### src/rtl/pending_priority_encoder.sv
// Sticky pending-request capture with a registered valid/ready priority offer.
// Define PENC_ROUND_ROBIN_EN for round-robin pick; otherwise highest index wins.

module pend_lane (
  input  logic clk,
  input  logic rst_n,
  input  logic req,
  input  logic grant,
  input  logic clr,
  output logic pending,
  output logic overflow,
  output logic pend_nx
);
  // A re-request in the grant cycle wins over the grant clear.
  assign pend_nx = (pending & ~grant) | req;

  always_ff @(posedge clk or negedge rst_n) begin
    if (!rst_n) begin
      pending  <= 1'b0;
      overflow <= 1'b0;
    end else if (clr) begin
      pending  <= 1'b0;
      overflow <= 1'b0;
    end else begin
      pending  <= pend_nx;
      overflow <= overflow | (req & pending & ~grant);
    end
  end
endmodule

module pending_priority_encoder #(
  parameter  int N = 16,
  localparam int W = $clog2(N)
) (
  input  logic         clk,
  input  logic         rst_n,
  input  logic [N-1:0] req,
  input  logic         clr_all,
  output logic [W-1:0] y,
  output logic         y_valid,
  input  logic         y_ready,
  output logic [N-1:0] pending,
  output logic [N-1:0] overflow
);
  typedef enum logic {IDLE, OFFER} state_t;

  state_t       state, state_nx;
  logic [W-1:0] y_nx;
  logic [W-1:0] pick;
  logic [N-1:0] grant;
  logic [N-1:0] pend_nx;
  logic         fire;

  assign y_valid = (state == OFFER);
  assign fire    = y_valid & y_ready;

  for (genvar i = 0; i < N; i++) begin : g_grant
    assign grant[i] = fire && (y == W'(i));
  end

  pend_lane u_lane [N-1:0] (
    .clk      (clk),
    .rst_n    (rst_n),
    .req      (req),
    .grant    (grant),
    .clr      (clr_all),
    .pending  (pending),
    .overflow (overflow),
    .pend_nx  (pend_nx)
  );

`ifdef PENC_ROUND_ROBIN_EN
  logic [W-1:0] ptr;
  logic [W-1:0] ptr_eff;
  logic [W-1:0] cand;

  // Search from the index just granted so a same-cycle re-request goes last.
  assign ptr_eff = fire ? y : ptr;

  always_comb begin
    pick = '0;
    cand = '0;
    for (int k = N; k >= 1; k--) begin
      cand = W'((int'(ptr_eff) + N - k) % N);
      if (pend_nx[cand]) pick = cand;
    end
  end

  always_ff @(posedge clk or negedge rst_n) begin
    if (!rst_n)       ptr <= '0;
    else if (clr_all) ptr <= '0;
    else if (fire)    ptr <= y;
  end
`else
  always_comb begin
    pick = '0;
    for (int i = 0; i < N; i++)
      if (pend_nx[i]) pick = W'(i);
  end
`endif

  always_comb begin
    state_nx = state;
    y_nx     = y;
    unique case (state)
      IDLE: begin
        if (|pend_nx) begin
          state_nx = OFFER;
          y_nx     = pick;
        end
      end
      OFFER: begin
        if (fire) begin
          if (|pend_nx) y_nx = pick;
          else          state_nx = IDLE;
        end
      end
      default: state_nx = IDLE;
    endcase
    if (clr_all) begin
      state_nx = IDLE;
      y_nx     = y;
    end
  end

  always_ff @(posedge clk or negedge rst_n) begin
    if (!rst_n) begin
      state <= IDLE;
      y     <= '0;
    end else begin
      state <= state_nx;
      y     <= y_nx;
    end
  end
endmodule
### config.mk
export PLATFORM = sky130hd
export DESIGN_NAME = pending_priority_encoder
export DESIGN_NICKNAME = d
export VERILOG_FILES = /design/src/rtl/pending_priority_encoder.sv
export SDC_FILE = /design/constraint.sdc
export NUM_CORES = 1
export LEC_CHECK = 0
export ABC_AREA = 1
export BUFFER_PORTS_ARGS = -buffer_cell sky130_fd_sc_hd__buf_2
export CAP_MARGIN = 20
export CELL_PAD_IN_SITES_DETAIL_PLACEMENT = 2
export CELL_PAD_IN_SITES_GLOBAL_PLACEMENT = 2
export CORE_ASPECT_RATIO = 2
export CORE_MARGIN = 5
export CORE_UTILIZATION = 26
export CTS_CLUSTER_SIZE = 40
export DETAILED_ROUTE_END_ITERATION = 6
export GPL_TIMING_DRIVEN = 0
export PLACE_DENSITY_LB_ADDON = 0.1
export SETUP_SLACK_MARGIN = 0.4
export SLEW_MARGIN = 20
export SYNTH_ARGS = -nofsm -noshare
export SYNTH_HDL_FRONTEND = slang
export SYNTH_HIERARCHICAL = 1
export SYNTH_SLANG_ARGS = --single-unit
export TNS_END_PERCENT = 20
### constraint.sdc
create_clock -name clk -period 1.8 [get_ports clk]
set_input_delay 0.09 -clock clk [delete_from_list [all_inputs] [get_ports clk]]
set_output_delay 0.09 -clock clk [all_outputs]
set_load 0.05 [all_outputs]
==> results.json, run 1 <==
{
  "wl_per_cell_um": 14.78,
  "dpl.hpwl_mm": 4.524,
  "tritoncts": "done",
  "start_kind": "flop",
  "num_rows": 45,
  "worstRegToRegCells": 14,
  "final_cells": 443,
  "numCtsBuffers": 5,
  "place_inst": 403,
  "crit_family": "simple AND/OR/NAND/NOR gates",
  "syn_area_um2": 1974,
  "critPathArrivalTime_ns": 2.26,
  "cp.required_ns": 2.02,
  "met3_usage": 0.02870,
  "reg2reg_slack_ns": -0.24,
  "reg2reg_to": "y[0]",
  "crit_start": "y[0]",
  "gp_congestion": 0.7132,
  "antennaDiodeCount": 0,
  "chipWidth_um": 71.62,
  "critPathBufInv": 3,
  "worstMarginPinSlew_ns": 1.020,
  "critPathSlowestCell": "dfrtp_2",
  "busiest_layer": "met2",
  "cts_max_path_buffers": 2,
  "grt_util_met1": 0.1515,
  "grt_use_met2": 0.2597,
  "grt_start_max_net_pins": 38,
  "area_growth_pct": 50.25,
  "start_util": 0.2637,
  "setup_violations": 6,
  "max_freq_mhz": 489.8,
  "vias": 1937,
  "final.setup.tns_ns": -1.228,
  "antenna_left": 0,
  "syn_nets": 273,
  "ir_drop_v": 0.0005880,
  "root_buffer": "clkbuf_16",
  "num_io_pins": 57,
  "outcome": "complete, but fails checks",
  "min_period_over_period": 1.134,
  "rsz0062_at_grt": "yes",
  "die-area_um2": 9543,
  "grt_usage": 0.1404,
  "synth_seq_cells": 37,
  "finClkSkew_ns": 0.007114,
  "violations": "negative setup slack",
  "nNetsFinal": 368,
  "overflow": 0,
  "drv_cap": 0,
  "setup.worst_path.end": "y[0]",
  "synth.distinct_cells": 15,
  "layout-drive-gt1-share": 0.5129,
  "fin_crit_ns": 2.042,
  "portBuffers": 56,
  "rr_startpoint": "y[0]",
  "cp_cell_sequence": "inv_4 > nand3_4 > nor2_4 > inv_2 > nand2_4 > nand2_4 > nor2_4 > nand3_4 > nor4_4 > a21o_2 > nor2_4 > inv_4 > nor2_2 > a21oi_2",
  "drv_slew": 0,
  "drt_first_iter_violations": 24,
  "cp_num_cells": 14,
  "ys_seq_area_frac": 0.4689,
  "syn_area_per_cell_um2": 7.804,
  "die_y_um": 133.2,
  "synth_warnings": 6,
  "slew_headroom": 0.3200,
  "drt_first_pass_iters": 2,
  "clk_pin_slew_ns": 0.06,
  "antenna_found_initial": 0,
  "power_density_nw_per_um2": 856.3,
  "drc_errors": 0,
  "insertion_delay_ns": 0.29,
  "slowest_delay_ns": 0.46,
  "routed_wl_mm": 6.547,
  "htree_levels": 2,
  "setup_ws_ns": -0.2417,
  "path_class": "reg2reg",
  "clock_sinks": 37,
  "synthCells": 253,
  "cpMostUsedCell": "nor2_4",
  "grt_first_pass_wirelength_mm": 10.47,
  "coreArea_um2": 7488,
  "p_leak_nw": 1.472,
  "cp_max_fo": 5,
  "hp-class": "in2reg",
  "viasPerCell": 4.372,
  "final-hold-violation-count": 0,
  "grt_pass1_vias": 2201,
  "worstSetupEndpointType": "flop"
}
[state kept, by name, indices dropped and copies added (netlist names)]
signal,flops
u_lane/pending,16
y_valid,1
u_lane/overflow,16
y,4
[worst min path at each step]
stage	slack [ns]	cells after the start	startpoint	endpoint
CTS	0.02	2	y_ready	y_valid
detailed placement	0.28	1	rst_n	u_lane[14]/overflow
finish	0.04	2	y_ready	y_valid
global route	0.05	2	y_ready	y_valid
floorplan	-0.21	0	rst_n	u_lane[0]/overflow
global placement	0.27	1	rst_n	u_lane[14]/overflow
[repair_timing]
item                                    CTS  global route
endpoints found under the setup margin    5             8
endpoints found under the hold margin    37             0
resized for setup                        27            31
setup buffers                            22             9
pin swaps                                 9            13
hold buffers                              1             0
cloned                                    0             0
[cells by family (layout without fill, tap and decap cells)]
kind of cell	count (synthesis)	after routing	synth area share
flip-flops	37	37	0.4689
AO/OA/AOI/OAI	39	39	0.1660
buffers and inverters	68	164	0.1305
AND/OR/NAND/NOR	109	109	0.2345
[cell usage after synthesis]
cell type / n / area, µm²
a21o_2: 1 / 8.760
a21oi_2: 33 / 289.0
a31oi_1: 2 / 12.51
dfrtp_1: 37 / 925.9
inv_1: 67 / 251.5
inv_4: 1 / 6.260
nand2_1: 59 / 221.5
nand3_1: 21 / 105.1
nand3_2: 1 / 10.01
nor2_1: 24 / 90.09
nor2_2: 2 / 12.51
nor2_4: 1 / 11.26
nor4_2: 1 / 12.51
o21ai_0: 2 / 10.01
o31ai_1: 1 / 7.510
[stage by stage]
step | area (µm²) | power [mW] | setup slack [ns] | utilization | hold slack (ns)
after floorplan | 1993 | 1.355 | -0.1205 | - | -0.2056
after global placement | 2391 | 1.528 | -0.2966 | 0.3193 | 0.2697
after detailed placement | 2391 | 1.545 | -0.3519 | 0.3193 | 0.2795
after CTS | 2805 | 2.527 | -0.2653 | 0.3746 | 0.02031
after global routing | 2967 | 2.665 | -0.3906 | 0.3962 | 0.05245
final | 2967 | 2.540 | -0.2417 | 0.3962 | 0.03999
[power breakdown]
group	internal, mW	switching (mW)	leakage (nW)
sequential	0.895	0.0531	0.464
clock	0.553	0.348	0.0712
combinational	0.199	0.493	0.937
[final cells by class]
type | count | area (µm²)
Inverter | 68 | 267.8
Clock buffer | 8 | 146.4
Sequential cell | 37 | 932.1
Multi-Input combinational cell | 148 | 972.2
Timing Repair Buffer | 88 | 530.5
Fill cell | 878 | 4522
Tap cell | 94 | 117.6
[metal layers]
| layer | vias up | part of all wire |
|---|---|---|
| li1 | 953 | - |
| met1 | 940 | 0.38 |
| met2 | 36 | 0.56 |
| met3 | 8 | 0.037 |
| met4 | 0 | 0.016 |
| met5 | - | 0 |
[cell usage in the layout, fill, tap and decap left out, types with 2 or more instances in the layout]
cell	synthesis	routed
a21oi_2	33	33
buf_4	0	29
o21ai_0	2	2
nand2_1	59	46
inv_2	0	8
nand3_1	21	15
nor2_4	1	5
dfrtp_1	37	32
clkbuf_16	0	5
nand2_4	0	5
inv_1	67	56
inv_4	1	3
nand2_2	0	8
clkbuf_1	0	2
buf_6	0	2
buf_2	0	56
nand3_2	1	2
nor2_1	24	13
nor2_2	2	9
a31oi_1	2	2
dfrtp_2	0	5
nand3_4	0	5
(Power assumes the default switching activity.)
==> run 2: changes to the inputs <==
--- a/config.mk
+++ b/config.mk
@@ -17,6 +17,7 @@
 export DETAILED_ROUTE_END_ITERATION = 6
 export GPL_TIMING_DRIVEN = 0
 export PLACE_DENSITY_LB_ADDON = 0.1
+export REMOVE_ABC_BUFFERS = 1
 export SETUP_SLACK_MARGIN = 0.4
 export SLEW_MARGIN = 20
 export SYNTH_ARGS = -nofsm -noshare
==> results.json, run 2 (synthesis results as in run 1) <==
{
  "hp-class": "in2reg",
  "antennaDiodeCount": 0,
  "wl_per_cell_um": 14.39,
  "cts_max_path_buffers": 2,
  "drc_errors": 0,
  "overflow": 0,
  "nNetsFinal": 356,
  "drt_first_iter_violations": 31,
  "drv_slew": 0,
  "gp_congestion": 0.7294,
  "violations": "negative setup slack",
  "antenna_left": 0,
  "outcome": "complete, but fails checks",
  "pre_cts_ws_ns": -0.4124,
  "area_growth_pct": 48.04,
  "worstSetupEndpointType": "flop",
  "die-area_um2": 9543,
  "final.setup.tns_ns": -0.6188,
  "path_class": "reg2reg",
  "chipWidth_um": 71.62,
  "final_cells": 431,
  "p_leak_nw": 1.426,
  "vias": 1906,
  "worstMarginPinSlew_ns": 1.005,
  "portBuffers": 56,
  "die_y_um": 133.2,
  "antenna_found_initial": 0,
  "insertion_delay_ns": 0.29,
  "design_area_um2": 2923,
  "coreArea_um2": 7488,
  "max_freq_mhz": 496.0,
  "root_buffer": "clkbuf_16",
  "setup_ws_ns": -0.2159,
  "drv_cap": 0,
  "final_common_cell": "inv_1",
  "start_util": 0.2637,
  "dpl_cell_area_um2": 2372,
  "dpl.hpwl_mm": 4.431,
  "clk_pin_slew_ns": 0.06,
  "cp.required_ns": 1.94,
  "min_period_over_period": 1.120,
  "power_density_nw_per_um2": 858.5,
  "grt_usage": 0.1355,
  "reg2reg_to": "y[2]",
  "ir_drop_v": 0.0004651,
  "clock_sinks": 37,
  "rr_startpoint": "y[0]",
  "final-hold-violation-count": 0,
  "grt_first_pass_wirelength_mm": 10.11,
  "slew_headroom": 0.3299,
  "final_cell_mix": "inv_1, buf_2, dfrtp_1",
  "grt_pass1_vias": 2137,
  "worstRegToRegCells": 14,
  "start_kind": "flop",
  "htree_levels": 2,
  "routed_wl_mm": 6.203,
  "hold_path_depth": 2,
  "tritoncts": "done",
  "finClkSkew_ns": 0.008327,
  "grt_start_max_net_pins": 38,
  "holdPathEnd": "y_valid",
  "rsz0062_at_grt": "yes",
  "num_rows": 45,
  "viasPerCell": 4.422,
  "num_io_pins": 57,
  "largestRegisters": "u_lane/overflow x16, u_lane/pending x16, y x4",
  "total_power_mw": 2.509,
  "min_from": "y_ready",
  "cp_max_fo": 5,
  "numCtsBuffers": 5,
  "setup_violations": 5,
  "fin_crit_ns": 2.016,
  "drt_first_pass_iters": 2,
  "place_inst": 403,
  "critPathArrivalTime_ns": 2.16,
  "layout-drive-gt1-share": 0.5490,
  "reg2reg_slack_ns": -0.22
}
==> run 2: changes by cell type in the layout (fill, tap and decap cells not counted), sizes merged <==
| cell | before | now |
|---|---|---|
| clkbuf | 8 | 6 |
| buf | 87 | 75 |
| clkinv | 1 | 3 |
==> run 2: worst max-delay path by stage <==
stage | from | end | slack [ns] | depth (start not counted)
after floorplan | y_valid | y[0] | -0.30 | 15
after global placement | y_valid | y[0] | -0.36 | 15
after detailed placement | y_valid | y[0] | -0.41 | 15
after CTS | y_valid | y[0] | -0.16 | 15
after global routing | y[2] | y[2] | -0.41 | 14
final | y[0] | y[2] | -0.22 | 14
==> run 2: layer usage <==
metal / vias to the layer above / track usage / part of all wire
met3: 9 / 0.02870 / 0.043
li1: 928 / - / -
met2: 40 / 0.2454 / 0.55
met1: 929 / 0.1468 / 0.39
met5: - / 0 / 0
met4: 0 / 0.05962 / 0.019
==> run 2: timing repair <==
item / CTS / global route
hold endpoints to repair: 37 / 0
setup buffers: 12 / 7
pin swaps: 11 / 16
gates resized for setup: 46 / 41
hold buffers: 1 / 0
endpoints found under the setup margin: 5 / 5
==> run 2: cell type report <==
cell class | count | area [µm²]
Clock buffer | 6 | 128.9
Clock inverter | 2 | 10.01
Fill cell | 884 | 4566
Inverter | 68 | 265.3
Multi-Input combinational cell | 148 | 1022
Sequential cell | 37 | 928.4
Tap cell | 94 | 117.6
Timing Repair Buffer | 76 | 450.4
==> run 2: worst max-delay path, stage by stage, from the launching register on <==
cell	delay, ns
dfrtp_2	0.44
buf_4	0.15
nand3_4	0.12
nor2_2	0.05
inv_1	0.08
nand2_2	0.07
nand2_2	0.10
nor2_4	0.06
nand2_2	0.07
nor2_2	0.05
a21o_2	0.24
nor2_4	0.18
inv_4	0.07
nand2_1	0.08
o21ai_0	0.12
==> run 2: through the flow <==
| step | utilization | hold WS, ns |
|---|---|---|
| 5_1_grt | 0.3903 | 0.05677 |
| 2_1_floorplan | - | -0.2056 |
| 3_3_place_gp | 0.3168 | 0.2807 |
| 3_5_place_dp | 0.3168 | 0.2746 |
| 4_1_cts | 0.3681 | 0.02625 |
| 6_report | 0.3903 | 0.02994 |
==> run 2: power breakdown <==
group / leakage [nW] / switching, mW / total [mW] / internal [mW]
Combinational: 0.890 / 0.504 / 0.708 / 0.204
Sequential: 0.466 / 0.0516 / 0.945 / 0.894
Clock: 0.0706 / 0.348 / 0.856 / 0.509
==> run 3: changes to the inputs <==
--- a/config.mk
+++ b/config.mk
@@ -5,14 +5,13 @@
 export SDC_FILE = /design/constraint.sdc
 export NUM_CORES = 1
 export LEC_CHECK = 0
-export ABC_AREA = 1
 export BUFFER_PORTS_ARGS = -buffer_cell sky130_fd_sc_hd__buf_2
 export CAP_MARGIN = 20
 export CELL_PAD_IN_SITES_DETAIL_PLACEMENT = 2
 export CELL_PAD_IN_SITES_GLOBAL_PLACEMENT = 2
 export CORE_ASPECT_RATIO = 2
 export CORE_MARGIN = 5
-export CORE_UTILIZATION = 26
+export CORE_UTILIZATION = 28
 export CTS_CLUSTER_SIZE = 40
 export DETAILED_ROUTE_END_ITERATION = 6
 export GPL_TIMING_DRIVEN = 0
==> results.json, run 3 <==
{
  "grt_first_pass_wirelength_mm": 9.494,
  "p_leak_nw": 1.331,
  "coreArea_um2": 6940,
  "antenna_found_initial": 0,
  "n_fill_cell": 764,
  "swShare": 0.3388,
  "cts_max_path_buffers": 2,
  "async_flop_share": 1.000,
  "synth.distinct_cells": 26,
  "clk_pin_slew_ns": 0.05,
  "layout-drive-gt1-share": 0.5233,
  "cp.required_ns": 1.96,
  "drv_cap": 0,
  "setup_violations": 5,
  "synth_warnings": 6,
  "worstRegToRegCells": 9,
  "path_class": "reg2reg",
  "die-area_um2": 9018,
  "numCtsBuffers": 5,
  "ir_drop_v": 0.0004856,
  "num_io_pins": 57,
  "root_buffer": "clkbuf_16",
  "drt_first_pass_iters": 4,
  "viasPerCell": 4.691,
  "routed_wl_mm": 5.755,
  "vias": 1731,
  "holdWs_ns": 0.09732,
  "synth_seq_cells": 37,
  "wl_per_cell_um": 15.60,
  "final.setup.tns_ns": -2.507,
  "met3_usage": 0.02795,
  "grt_use_met2": 0.2556,
  "ys_seq_area_frac": 0.4639,
  "seqPwrFrac": 0.390,
  "htree_levels": 2,
  "drt_first_iter_violations": 37,
  "num_rows": 43,
  "violations": "negative setup slack",
  "cp_max_fo": 5,
  "hold_path_depth": 3,
  "grt_start_max_net_pins": 51,
  "finClkSkew_ns": 0.002517,
  "gp_congestion": 0.6703,
  "min_period_over_period": 1.322,
  "power.share.clock": 0.343,
  "slowest_delay_ns": 0.43,
  "yosys-top-cells-area": "dfrtp_1, nand2b_4, o31ai_2, nand2b_1, a21oi_1",
  "p_switching_mw": 0.8236,
  "syn_area_per_cell_um2": 10.29,
  "largestRegisters": "u_lane/overflow x16, u_lane/pending x16, y x4",
  "slew_headroom": 0.3482,
  "max_freq_mhz": 420.1,
  "critPathArrivalTime_ns": 2.54,
  "grt_util_met1": 0.1370,
  "cellInternalPower_mw": 1.608,
  "drv_slew": 0,
  "area_growth_pct": 42.01,
  "power_density_nw_per_um2": 857.8,
  "start_util": 0.2875,
  "syn_area_um2": 1996,
  "insertion_delay_ns": 0.28,
  "critPathSlowestCell": "dfrtp_1",
  "antennaDiodeCount": 0,
  "final_common_cell": "buf_2",
  "portBuffers": 56,
  "synth.largest_area_cell": "dfrtp_1",
  "netlist_top_cells_count": "dfrtp_1, nand2_1, inv_1",
  "worstMarginPinSlew_ns": 0.9777,
  "die_y_um": 129.4,
  "synth_ff_type": "dfrtp_1",
  "combPwrFrac": 0.267,
  "synthCells": 194,
  "final_cell_mix": "buf_2, dfrtp_1, inv_1",
  "nNetsFinal": 298,
  "grt_pass1_vias": 1948,
  "grt_usage": 0.1333,
  "drc_errors": 0,
  "clock_sinks": 37,
  "final-hold-violation-count": 0,
  "busiest_layer": "met2",
  "synth-edff-count": 0,
  "cp_cell_sequence": "or3_4 > buf_6 > nor2_4 > nand2b_4 > nand2_4 > nor4_4 > and4_1 > a211o_4 > mux2_4",
  "place_inst": 340,
  "setup_ws_ns": -0.5801,
  "fin_crit_ns": 2.380,
  "hp-class": "in2reg",
  "dpl.hpwl_mm": 4.118,
  "chipWidth_um": 69.70,
  "final_cells": 369,
  "antenna_left": 0,
  "rsz0062_at_grt": "yes",
  "worstSetupEndpointType": "flop",
  "utilization": 0.4083,
  "outcome": "complete, but fails checks",
  "start_kind": "flop",
  "tritoncts": "done",
  "synth.most_common_cell": "dfrtp_1",
  "overflow": 0,
  "synth_top_area_share": 0.4639
}
## run 3: cell types whose count changed after synthesis, sizes merged, moves of 2 or more
cell and change:
nor4 +3, nand3 -22, inv -48, a31oi -2
nand2 -37, nor3 +5, a21oi -14, nor2 -8
nand2b +34, o31ai +17
## run 3: kinds of logic (layout without fill, tap and decap cells)
logic type	after synthesis	count (layout)	share of synthesized area
AO/OA/AOI/OAI	46	46	0.1925
buffers and inverters	20	105	0.03762
flip-flops	37	37	0.4640
multiplexers	2	2	0.01254
AND/OR/NAND/NOR	89	89	0.2934
## run 3: critical path, delay by kind of cell, from the launching register on
family | cells | cell delay (ns)
buf+inv | 1 | 0.13
mux | 1 | 0.29
flops | 1 | 0.43
compound gates | 1 | 0.15
simple gates | 6 | 1.26
## run 3: path summary, 6_finish.rpt
| path | from | endpoint | slack (ns) |
|---|---|---|---|
| max in group asynchronous | rst_n | y[3] | 0.73 |
| worst min-delay path | req[10] | u_lane[10]/pending | 0.1 |
| min in group asynchronous | rst_n | u_lane[3]/overflow | 0.47 |
| worst min register to register | u_lane[3]/overflow | u_lane[3]/overflow | 0.49 |
| worst max register to register | y[0] | y[2] | -0.58 |
| worst max-delay path | y[0] | y[2] | -0.58 |
## run 3: routing by layer
metal / vias up / routed length [µm]
met2: 43 / 3198
met1: 851 / 2150
met4: 0 / 161
met5: - / 0
li1: 827 / -
met3: 10 / 245
## run 3: cell type report
cell class	instances	area [µm²]	share of cell area
clock buffers	8	136.4	0.04812
inverters	20	75.07	0.02649
multi-input cells	137	1131	0.3991
flip-flops and latches	37	930.9	0.3285
well taps	90	112.6	0.03974
repair buffers	77	447.9	0.1581
## run 3: metrics by stage
| step | area [µm²] | power [mW] | worst slack [ns] |
|---|---|---|---|
| finish | 2834 | 2.431 | -0.5801 |
| global route | 2834 | 2.558 | -0.6953 |
| CTS | 2746 | 2.450 | -0.5222 |
| detailed placement | 2389 | 1.535 | -0.8848 |
| global placement | 2389 | 1.527 | -0.8404 |
| floorplan | 1996 | 1.355 | -0.8406 |
## run 3: power groups by stage
stage | combinational (mW) | sequential [mW] | clock [mW]
6_report | 0.650 | 0.948 | 0.833
5_1_grt | 0.698 | 0.959 | 0.901
4_1_cts | 0.636 | 0.949 | 0.865
3_5_place_dp | 0.566 | 0.969 | 0
3_3_place_gp | 0.561 | 0.966 | 0
2_1_floorplan | 0.177 | 1.18 | 0
## run 3: repair_timing
item | in CTS | in global routing
hold endpoints to repair | 37 | 0
setup buffers | 12 | 8
endpoints found under the setup margin | 24 | 23
gates resized for setup | 34 | 8
pin swaps | 14 | 8
hold buffers | 1 | 0
